**src/rtl/ddr2_bank_tracker.sv**
```systemverilog
// ddr2_bank_tracker
//   Passive protocol tracker on the DDR2 controller-to-DRAM command bus.
//   Decodes ACT/RD/WR/PRE/PREA, tracks per-bank open state, open row and
//   the tRCD/tRAS/tRP timers for 4 banks. One registered record is emitted
//   per decoded command, carrying a single prioritised protocol-error code.
//
//   Optional feature: define DDR2_TRK_STATS_EN to add saturating per-type
//   command counters (act_count, rd_count, wr_count, pre_count).
//
// Ports
//   ck                    clock, all logic on posedge
//   reset                 synchronous active-high reset
//   cke                   clock enable from controller
//   addr[12:0]            row (ACT), column [9:0] (RD/WR), [10]=all (PRE)
//   ba[1:0]               bank address
//   cs_n/ras_n/cas_n/we_n command strobes, active low
//   txn_valid             one-cycle record strobe
//   txn_type[2:0]         1=ACT 2=RD 3=WR 4=PRE 5=PREA
//   txn_bank[1:0]         bank of the command
//   txn_row[12:0]         ACT: addr; RD/WR/PRE: open row (0 if closed); PREA: 0
//   txn_col[9:0]          addr[9:0] for RD/WR, else 0
//   txn_err               command violated protocol
//   err_code[2:0]         0 none,1 ACT_OPEN,2 TRP,3 RW_CLOSED,4 TRCD,5 TRAS
//   err_count[15:0]       saturating count of errored commands
//   open_mask[3:0]        live bank ACTIVE state
//   act/rd/wr/pre_count   (DDR2_TRK_STATS_EN only) saturating type counters
module ddr2_bank_tracker #(
   parameter int T_RCD = 3,
   parameter int T_RAS = 8,
   parameter int T_RP  = 3
) (
   input  logic        ck,
   input  logic        reset,
   input  logic        cke,
   input  logic [12:0] addr,
   input  logic [1:0]  ba,
   input  logic        cs_n,
   input  logic        ras_n,
   input  logic        cas_n,
   input  logic        we_n,
   output logic        txn_valid,
   output logic [2:0]  txn_type,
   output logic [1:0]  txn_bank,
   output logic [12:0] txn_row,
   output logic [9:0]  txn_col,
   output logic        txn_err,
   output logic [2:0]  err_code,
   output logic [15:0] err_count,
   output logic [3:0]  open_mask
`ifdef DDR2_TRK_STATS_EN
   ,
   output logic [15:0] act_count,
   output logic [15:0] rd_count,
   output logic [15:0] wr_count,
   output logic [15:0] pre_count
`endif
);

   localparam logic [3:0] RCD_LD = 4'(T_RCD - 1);
   localparam logic [3:0] RAS_LD = 4'(T_RAS - 1);
   localparam logic [3:0] RP_LD  = 4'(T_RP - 1);

   localparam logic [3:0] CMD_ACT = 4'b0011;
   localparam logic [3:0] CMD_RD  = 4'b0101;
   localparam logic [3:0] CMD_WR  = 4'b0100;
   localparam logic [3:0] CMD_PRE = 4'b0010;

   // per-bank state
   logic              r_cke_prev;
   logic [3:0]        r_active;
   logic [3:0][12:0]  r_row;
   logic [3:0][3:0]   r_rcd_cnt;
   logic [3:0][3:0]   r_ras_cnt;
   logic [3:0][3:0]   r_rp_cnt;

   // record registers
   logic        r_txn_valid;
   logic [2:0]  r_txn_type;
   logic [1:0]  r_txn_bank;
   logic [12:0] r_txn_row;
   logic [9:0]  r_txn_col;
   logic        r_txn_err;
   logic [2:0]  r_err_code;
   logic [15:0] r_err_count;

   // decode
   logic [3:0]  w_cmd;
   logic        w_dec;
   logic        w_act, w_rd, w_wr, w_pre, w_prea, w_rec;
   logic [3:0]  w_act_b;
   logic [3:0]  w_pre_b;
   logic [3:0]  w_ras_busy;
   logic [2:0]  w_type;
   logic [2:0]  w_code;
   logic [12:0] w_row;
   logic [9:0]  w_col;

   function automatic logic [3:0] dec_sat(input logic [3:0] v);
      return (v == 4'd0) ? 4'd0 : v - 4'd1;
   endfunction

   always_comb begin
      w_cmd  = {cs_n, ras_n, cas_n, we_n};
      // both the current and previous cke must be high for the DRAM to see it
      w_dec  = !reset && cke && r_cke_prev;
      w_act  = w_dec && (w_cmd == CMD_ACT);
      w_rd   = w_dec && (w_cmd == CMD_RD);
      w_wr   = w_dec && (w_cmd == CMD_WR);
      w_pre  = w_dec && (w_cmd == CMD_PRE) && !addr[10];
      w_prea = w_dec && (w_cmd == CMD_PRE) &&  addr[10];
      w_rec  = w_act || w_rd || w_wr || w_pre || w_prea;

      w_act_b    = '0;
      w_pre_b    = '0;
      w_ras_busy = '0;
      for (int b = 0; b < 4; b++) begin
         w_act_b[b]    = w_act && (ba == 2'(b));
         w_pre_b[b]    = (w_pre && (ba == 2'(b))) || w_prea;
         w_ras_busy[b] = r_active[b] && (r_rcd_cnt[b] == r_rcd_cnt[b]) && (r_ras_cnt[b] != 4'd0);
      end
   end

   // record contents and single prioritised error code
   always_comb begin
      w_type = 3'd0;
      w_code = 3'd0;
      w_row  = 13'd0;
      w_col  = 10'd0;
      if (w_act) begin
         w_type = 3'd1;
         w_row  = addr;
         if (r_active[ba])
            w_code = 3'd1;
         else if (r_rp_cnt[ba] != 4'd0)
            w_code = 3'd2;
      end else if (w_rd || w_wr) begin
         w_type = w_rd ? 3'd2 : 3'd3;
         w_col  = addr[9:0];
         if (!r_active[ba])
            w_code = 3'd3;
         else begin
            w_row = r_row[ba];
            if (r_rcd_cnt[ba] != 4'd0)
               w_code = 3'd4;
         end
      end else if (w_pre) begin
         w_type = 3'd4;
         if (r_active[ba]) begin
            w_row = r_row[ba];
            if (w_ras_busy[ba])
               w_code = 3'd5;
         end
      end else if (w_prea) begin
         w_type = 3'd5;
         if (|w_ras_busy)
            w_code = 3'd5;
      end
   end

   // bank state: state follows the issued command even when it is errored,
   // and a load by a command takes precedence over that cycle's decrement
   always_ff @(posedge ck) begin
      if (reset) begin
         r_active  <= '0;
         r_row     <= '0;
         r_rcd_cnt <= '0;
         r_ras_cnt <= '0;
         r_rp_cnt  <= '0;
      end else begin
         for (int b = 0; b < 4; b++) begin
            if (w_act_b[b]) begin
               r_active[b]  <= 1'b1;
               r_row[b]     <= addr;
               r_rcd_cnt[b] <= RCD_LD;
               r_ras_cnt[b] <= RAS_LD;
            end else begin
               r_rcd_cnt[b] <= dec_sat(r_rcd_cnt[b]);
               r_ras_cnt[b] <= dec_sat(r_ras_cnt[b]);
            end
            // PRE to an idle bank is a legal no-op
            if (w_pre_b[b] && r_active[b]) begin
               r_active[b] <= 1'b0;
               r_rp_cnt[b] <= RP_LD;
            end else begin
               r_rp_cnt[b] <= dec_sat(r_rp_cnt[b]);
            end
         end
      end
   end

   always_ff @(posedge ck) begin
      if (reset) begin
         r_cke_prev  <= 1'b0;
         r_txn_valid <= 1'b0;
         r_txn_type  <= '0;
         r_txn_bank  <= '0;
         r_txn_row   <= '0;
         r_txn_col   <= '0;
         r_txn_err   <= 1'b0;
         r_err_code  <= '0;
         r_err_count <= '0;
      end else begin
         r_cke_prev  <= cke;
         r_txn_valid <= w_rec;
         if (w_rec) begin
            r_txn_type <= w_type;
            r_txn_bank <= ba;
            r_txn_row  <= w_row;
            r_txn_col  <= w_col;
            r_txn_err  <= (w_code != 3'd0);
            r_err_code <= w_code;
            if ((w_code != 3'd0) && (r_err_count != 16'hFFFF))
               r_err_count <= r_err_count + 16'd1;
         end
      end
   end

   assign txn_valid = r_txn_valid;
   assign txn_type  = r_txn_type;
   assign txn_bank  = r_txn_bank;
   assign txn_row   = r_txn_row;
   assign txn_col   = r_txn_col;
   assign txn_err   = r_txn_err;
   assign err_code  = r_err_code;
   assign err_count = r_err_count;
   assign open_mask = r_active;

`ifdef DDR2_TRK_STATS_EN
   logic [15:0] r_act_count, r_rd_count, r_wr_count, r_pre_count;

   always_ff @(posedge ck) begin
      if (reset) begin
         r_act_count <= '0;
         r_rd_count  <= '0;
         r_wr_count  <= '0;
         r_pre_count <= '0;
      end else begin
         if (w_act && (r_act_count != 16'hFFFF))
            r_act_count <= r_act_count + 16'd1;
         if (w_rd && (r_rd_count != 16'hFFFF))
            r_rd_count <= r_rd_count + 16'd1;
         if (w_wr && (r_wr_count != 16'hFFFF))
            r_wr_count <= r_wr_count + 16'd1;
         if ((w_pre || w_prea) && (r_pre_count != 16'hFFFF))
            r_pre_count <= r_pre_count + 16'd1;
      end
   end

   assign act_count = r_act_count;
   assign rd_count  = r_rd_count;
   assign wr_count  = r_wr_count;
   assign pre_count = r_pre_count;
`endif

endmodule

```
**config.mk**
```make
export PLATFORM = sky130hd
export DESIGN_NAME = ddr2_bank_tracker
export DESIGN_NICKNAME = d
export VERILOG_FILES = /design/src/rtl/ddr2_bank_tracker.sv
export SDC_FILE = /design/constraint.sdc
export NUM_CORES = 1
export LEC_CHECK = 0
export ABC_AREA = 1
export BUFFER_PORTS_ARGS = -buffer_cell sky130_fd_sc_hd__buf_2
export CORE_ASPECT_RATIO = 1.25
export CORE_MARGIN = 3
export CORE_UTILIZATION = 40
export CTS_CLUSTER_SIZE = 16
export DETAILED_ROUTE_END_ITERATION = 6
export GPL_TIMING_DRIVEN = 0
export HOLD_SLACK_MARGIN = 0.15
export PLACE_DENSITY = 0.7
export SLEW_MARGIN = 20
export SYNTH_ARGS = -nofsm -noshare
export SYNTH_HDL_FRONTEND = slang
export SYNTH_SLANG_ARGS = --single-unit
```
**constraint.sdc**
```tcl
create_clock -name ck -period 1.74 [get_ports ck]
set_input_delay 0.174 -clock ck [delete_from_list [all_inputs] [get_ports ck]]
set_output_delay 0.174 -clock ck [all_outputs]
set_load 0.03 [all_outputs]
```
After elaboration in Yosys (flattened, before gate mapping):

Index checks and enable logic that the tools add are counted.

* word-level logic and storage cells: 193
* input port bits: 22
* register bits after elaboration: 154
* bits in writable memories: 0
* memory bits (read-only): 0
* latch bits: 0
* output and inout port bits: 53
* memories kept: 0

* mux-type cells: 56
* shift operators: 0
* multipliers: 0
* equal/unequal tests: 8
* reductions and logical operators: 74
* divide/modulo/power cells: 0
* add/subtract/negate cells: 13
* bitwise gates (word level): 0
* magnitude comparators: 1

Operators with widths (count)
* 2-to-1 mux 13 bit: 5
* 2-to-1 mux 3 bit: 21
* zero test 4 bit: 12
* subtractor 4 x 1 -> 4 bit, second input constant: 12
* 2-to-1 mux 2 bit: 18
* OR reduction 3 bit: 12
* binary-select mux 13 bit (select 2 bit): 1
* logical AND 1 bit: 25
* nonzero test 4 bit: 6
* 2-to-1 mux 10 bit: 2
* adder 16 x 1 -> 16 bit, second input constant: 1
* binary-select mux 4 bit (select 2 bit): 2
* != test 16 bit, second input constant: 1
* logical OR 1 bit: 9
* equality test 4 x 2 -> 1 bit, second input constant: 2
* equality test 4 x 3 -> 1 bit, second input constant: 2
* 2-to-1 mux 4 bit: 2
* OR reduction 2 bit: 4
* binary-select mux 1 bit (select 2 bit): 2
* equality test 2 bit, second input constant: 2
* OR reduction 4 bit: 1
* less-than comparator 2 x 3 -> 1 bit, second input constant: 1
* 2-to-1 mux 1 bit: 3
* nonzero test 3 bit: 1
* 4 further kinds: 5

Depth between registers and ports, before layout:

* depth after elaboration: 12
* mapped depth: 15
* depth with buffers taken out: 14

Worst setup path before layout:

No wires, ideal clock.

* path kind: reg2reg
* start point: register r_err_count[0] (netlist: err_count[0])
* end point: register r_err_count[0] (netlist: err_count[0])
* stages on the path, launching flop included: 10
* setup slack: -350 ps
* path buffers: 1
* data arrival time: 1974 ps
* period minus slack after synthesis: 2090 ps
* cells stage by stage: dfxtp_1 -> ha_1 -> nand2_1 -> nor3_2 -> nand2_1 -> nor2_1 -> nand4_2 -> clkbuf_1 -> a21oi_1 -> nor2_1

* cells in the longest elaborated chain, start to end: 3

Ends and longest elaborated chain
* start, declared: RTL line 84 `logic [15:0] r_err_count;`
* start signal, assigned: RTL line 213 `r_err_count <= r_err_count + 16'd1;`
* branches (longest 3 deep; another with adder 16 x 1 -> 16 bit)

Several ways; the timed one is not identified.
A chain may end at the register's enable or synchronous reset.

Worst setup path in the final report:

* start point: register r_ras_cnt[1] (netlist name)
* end point: register r_err_count[15] (netlist: err_count[15])

* cells in the longest elaborated chain, start to end: 12

Ends and longest elaborated chain
* start, declared: RTL line 73 `logic [3:0][3:0] r_ras_cnt;`
* start signal, assigned by index: RTL line 178 `r_ras_cnt[b] <= dec_sat(r_ras_cnt[b]);`
* nonzero test 4 bit *: RTL line 119 `w_ras_busy[b] = r_active[b] && (r_rcd_cnt[b] == r_rcd_cnt[b]) && (r_ras_cnt[b] != 4'd0);`
* logical AND 1 bit *: RTL line 119
* binary-select mux 1 bit (select 2 bit): RTL line 150 `if (w_ras_busy[ba])`
* 2-to-1 mux 1 bit (not written as such): RTL line 150
* 2-to-1 mux 3 bit: RTL line 150
* 2-to-1 mux 3 bit: RTL line 148 `if (r_active[ba]) begin`
* 2-to-1 mux 3 bit *: RTL line 146 `end else if (w_pre) begin`
* 2-to-1 mux 3 bit *: RTL line 136 `end else if (w_rd || w_wr) begin`
* 2-to-1 mux 3 bit *: RTL line 129 `if (w_act) begin`
* nonzero test 3 bit *: RTL line 212 `if ((w_code != 3'd0) && (r_err_count != 16'hFFFF))`
* logical AND 1 bit *: RTL line 212
* AND reduction 2 bit (no source line) *

Every way passes the cells marked *; elsewhere a longest branch is shown, timed or not. The select of a mux whose other input is x is not followed.

==> reports/qor.txt <==
Layout area overhead - 31.0%
Min-Delay Startpoint - cs_n
Die Area - 0.0176 mm²
post-route ant nets - 0
Die Ht - 147 µm
antenna violations before repair - 0
post-synthesis share of cell area spent on xor and xnor gates - 1.91%
CP Capture Type - flip-flop
DRT Pass-1 Iters - 6
R2R setup slack - -0.01 ns
part of the power in the clock network - 40.6%
Psw - 2670 µW
CTS H-Tree Depth - 4
Synth cell types - 32
Sw Ratio - 29.0%
Top Ports - 75
DR WL/cell - 16.1 µm
post-route setup slack - -0.0148 ns
Seq pwr share - 43.6%
global route overflow - 0
final setup skew - 0.00946 ns
die width - 119 µm
clk_lat worst skew - 0.42 ns
peak supply drop - 0.754 mV
Main synth FF type - dfxtp_1
Setup Viol. Count Final - 2
Tmin final - 1.75 ns
Post-synth EDFFs - 0
Antenna Cells - 0
first-pass GRT wire length - 30.6 mm
mapped cell area - 0.00641 mm²
MaxCap Viol Count - 0
pre-CTS setup slack - -0.768 ns
Crit path depth - 14
Initial Util - 41.0%
Rows - 51
Slew Viols, Final - 0
gp weighted congestion - 0.880
Seq/Total Area, Yosys - 48.1%
Pleak - 0.00348 µW
largest family of logic cells by synthesized area - simple AND/OR/NAND/NOR gates
asr flop ratio synth - 0%
CTS tree - yes
number of port buffers - 74
violated checks - setup timing
Worst path slowest cell - dfxtp_2
pwr dens - 1100 mW/mm²
Hold Path Class - input port to flip-flop
Worst Setup EP - err_count[15]
delay-heaviest family, CP - simple AND/OR/NAND/NOR gates
Core Region - 0.0156 mm²
RSZ-0062 raised after global routing - yes
design area - 0.00839 mm²
relative max-transition margin - 52.1%
worst reg2reg endpoint - err_count[15]
area of placed instances - 0.00710 mm²
Worst Setup SP - r_ras_cnt[1]
root buf cell - clkbuf_16
RR Startpoint - r_ras_cnt[1]
Final Hold Fails - 0
Logic pwr share - 15.8%
Clock Tree Buf Depth - 2
Cell Chain, Critical Path - nor2_4, nand2_2, nand2_2, nand2_1, nand2_1, nor2_2, nand2_1, nand3_2, nor2_4, nand2_4, nand2_8, buf_8, nand2_2, a21oi_2
post-synthesis compound-gate area fraction - 18.1%
Synth Warn # - 0
Worst EP arrival - 2.09 ns
Fmax - 0.570 GHz
initial DRC count - 533
Fillers - 1479
GRT Total Usage - 21.7%
Critical Path Fanout Max - 6
wirelength, routed - 19.7 mm
share of layout cells above drive strength 1 - 25.6%
post-route clock period utilization - 101%
mean post-synth cell area - 7.44 µm²
worst endpoint required time - 2.08 ns
fin nets - 1017
R2R depth - 14
adder-cell area share of the yosys netlist - 0.195%
DPL Wire Length - 13.0 mm
Post-Synthesis Net Count - 884
largest net degree at the start of global routing - 17
vias in the first global route - 6127
drt drc - 0
mux cell area share after synthesis - 0%
Reg clk slew, reported paths - 0.07 ns
clk sink count - 154
Synth Instances - 861
Via density - 5.28
#FFs+latches synth - 154
status - finished with violations
CTS Buf Count - 17
post-synthesis simple-gate area fraction - 22.6%
Slew @ Worst Pin - 0.719 ns
slowest stage delay, CP - 0.34 ns
CP Class - flip-flop to flip-flop
worst path bufs/invs - 1
Int Pwr - 6550 µW
routed vias - 6440
Critical Path Start Type - flip-flop
-- worst min path at each step --
stage	end	slack, ns	cells after the start
after CTS	txn_type[0]	0.22	5
after floorplan	r_cke_prev	0.30	2
after detailed placement	r_cke_prev	0.41	3
after global routing	txn_type[0]	0.25	5
after global placement	r_cke_prev	0.40	3
final	txn_col[7]	0.22	6
-- kinds of logic after synthesis --
family                   after synthesis
AND/OR/NAND/NOR                      335
AO/OA/AOI/OAI                        208
flip-flops                           154
buffers and inverters                149
XOR/XNOR                              14
adder cells (fa/ha/maj)                1
-- Yosys cell counts, types with 6 or more instances --
| cell | number | share of area, % |
|---|---|---|
| o22ai_1 | 22 | 2.1 |
| xnor2_1 | 6 | 0.82 |
| inv_1 | 107 | 6.3 |
| o21ai_0 | 56 | 4.4 |
| xor2_1 | 8 | 1.1 |
| a21oi_1 | 88 | 6.9 |
| nor3_1 | 13 | 1.0 |
| nor2_1 | 71 | 4.2 |
| dfxtp_1 | 154 | 48 |
| a31oi_1 | 14 | 1.4 |
| nand3_1 | 55 | 4.3 |
| nand4_1 | 6 | 0.59 |
| clkbuf_1 | 27 | 1.6 |
| a22oi_1 | 19 | 2.2 |
| nand2_1 | 173 | 10 |
-- power by group through the flow --
stage          clock (µW)  sequential, µW  combinational, µW
4_1_cts              3760            3990               1350
5_1_grt              3900            4060               1640
6_report             3740            4020               1460
3_3_place_gp            0            4040               1220
3_5_place_dp            0            4040               1250
2_1_floorplan           0            4020                908
-- metal layers --
metal | wire length [µm] | vias to the layer above | global-route usage, % | part of all wire, %
met3 | 1220 | 44 | 3.60 | 6.2
met2 | 9900 | 250 | 38.9 | 50
met5 | 0 | - | 0 | 0
met4 | 538 | 0 | 8.12 | 2.7
li1 | - | 3108 | - | -
met1 | 8020 | 3038 | 25.9 | 41
-- cell usage in the layout, fill, tap and decap left out, drive strengths merged --
cell         count
a211oi           3
a21oi           88
a22oi           19
a31oi           14
buf            110
bufinv           1
clkbuf          46
clkinv           4
clkinvlp         4
dfxtp          154
dlygate4sd3     18
ha               1
inv            112
nand2          179
nand3           56
nand3b           1
nand4            7
nor2            76
nor3            14
o211ai           1
o21ai           56
o221ai           5
o22ai           22
or2              2
xnor2            6
xor2             8
-- state kept, by name, summed over array words and instances, names as in the netlist --
register,flops
err_code,3
err_count,16
open_mask,4
r_cke_prev,1
r_ras_cnt,16
r_rcd_cnt,16
r_row,52
r_rp_cnt,16
txn_bank,2
txn_col,10
txn_err,1
txn_row,13
txn_type,3
txn_valid,1
-- worst register-to-register path: cells and delay by family (launching register included) --
family,cells,cell delay [ns]
and+or+nand+nor,12,1.05
DFF,1,0.34
buffers and inverters,1,0.12
AOI/OAI and AO/OA,1,0.15
-- stage by stage --
stage	setup TNS (ns)	total power, µW	std cells	hold WS (ns)	utilization (%)
6_report	-0.0155	9220	1219	0.218	53.7
5_1_grt	-0.883	9600	1219	0.247	53.7
4_1_cts	0	9100	1203	0.215	51.5
3_5_place_dp	-33.03	5290	1147	0.414	45.4
3_3_place_gp	-30.74	5260	1147	0.404	45.4
2_1_floorplan	-0.164	4920	861	0.302	-
-- what timing repair did --
| action | CTS | global route |
|---|---|---|
| hold endpoints to repair | 68 | 0 |
| setup buffers | 6 | 15 |
| endpoints found under the setup margin | 89 | 67 |
| hold buffers | 18 | 0 |
| pin swaps | 9 | 23 |
| gates cloned | 0 | 1 |
| resized for setup | 40 | 80 |
-- layout make-up --
class / instances / area [µm²] / area share [%]
Buffer: 38 / 214 / 2.55
Clock buffer: 22 / 505 / 6.02
Clock inverter: 10 / 105 / 1.25
Inverter: 111 / 420 / 5.01
Multi-Input combinational cell: 558 / 3020 / 36.0
Sequential cell: 154 / 3120 / 37.2
Tap cell: 212 / 265 / 3.16
Timing Repair Buffer: 114 / 733 / 8.74
Note: power is estimated with default switching activity, not from simulation.
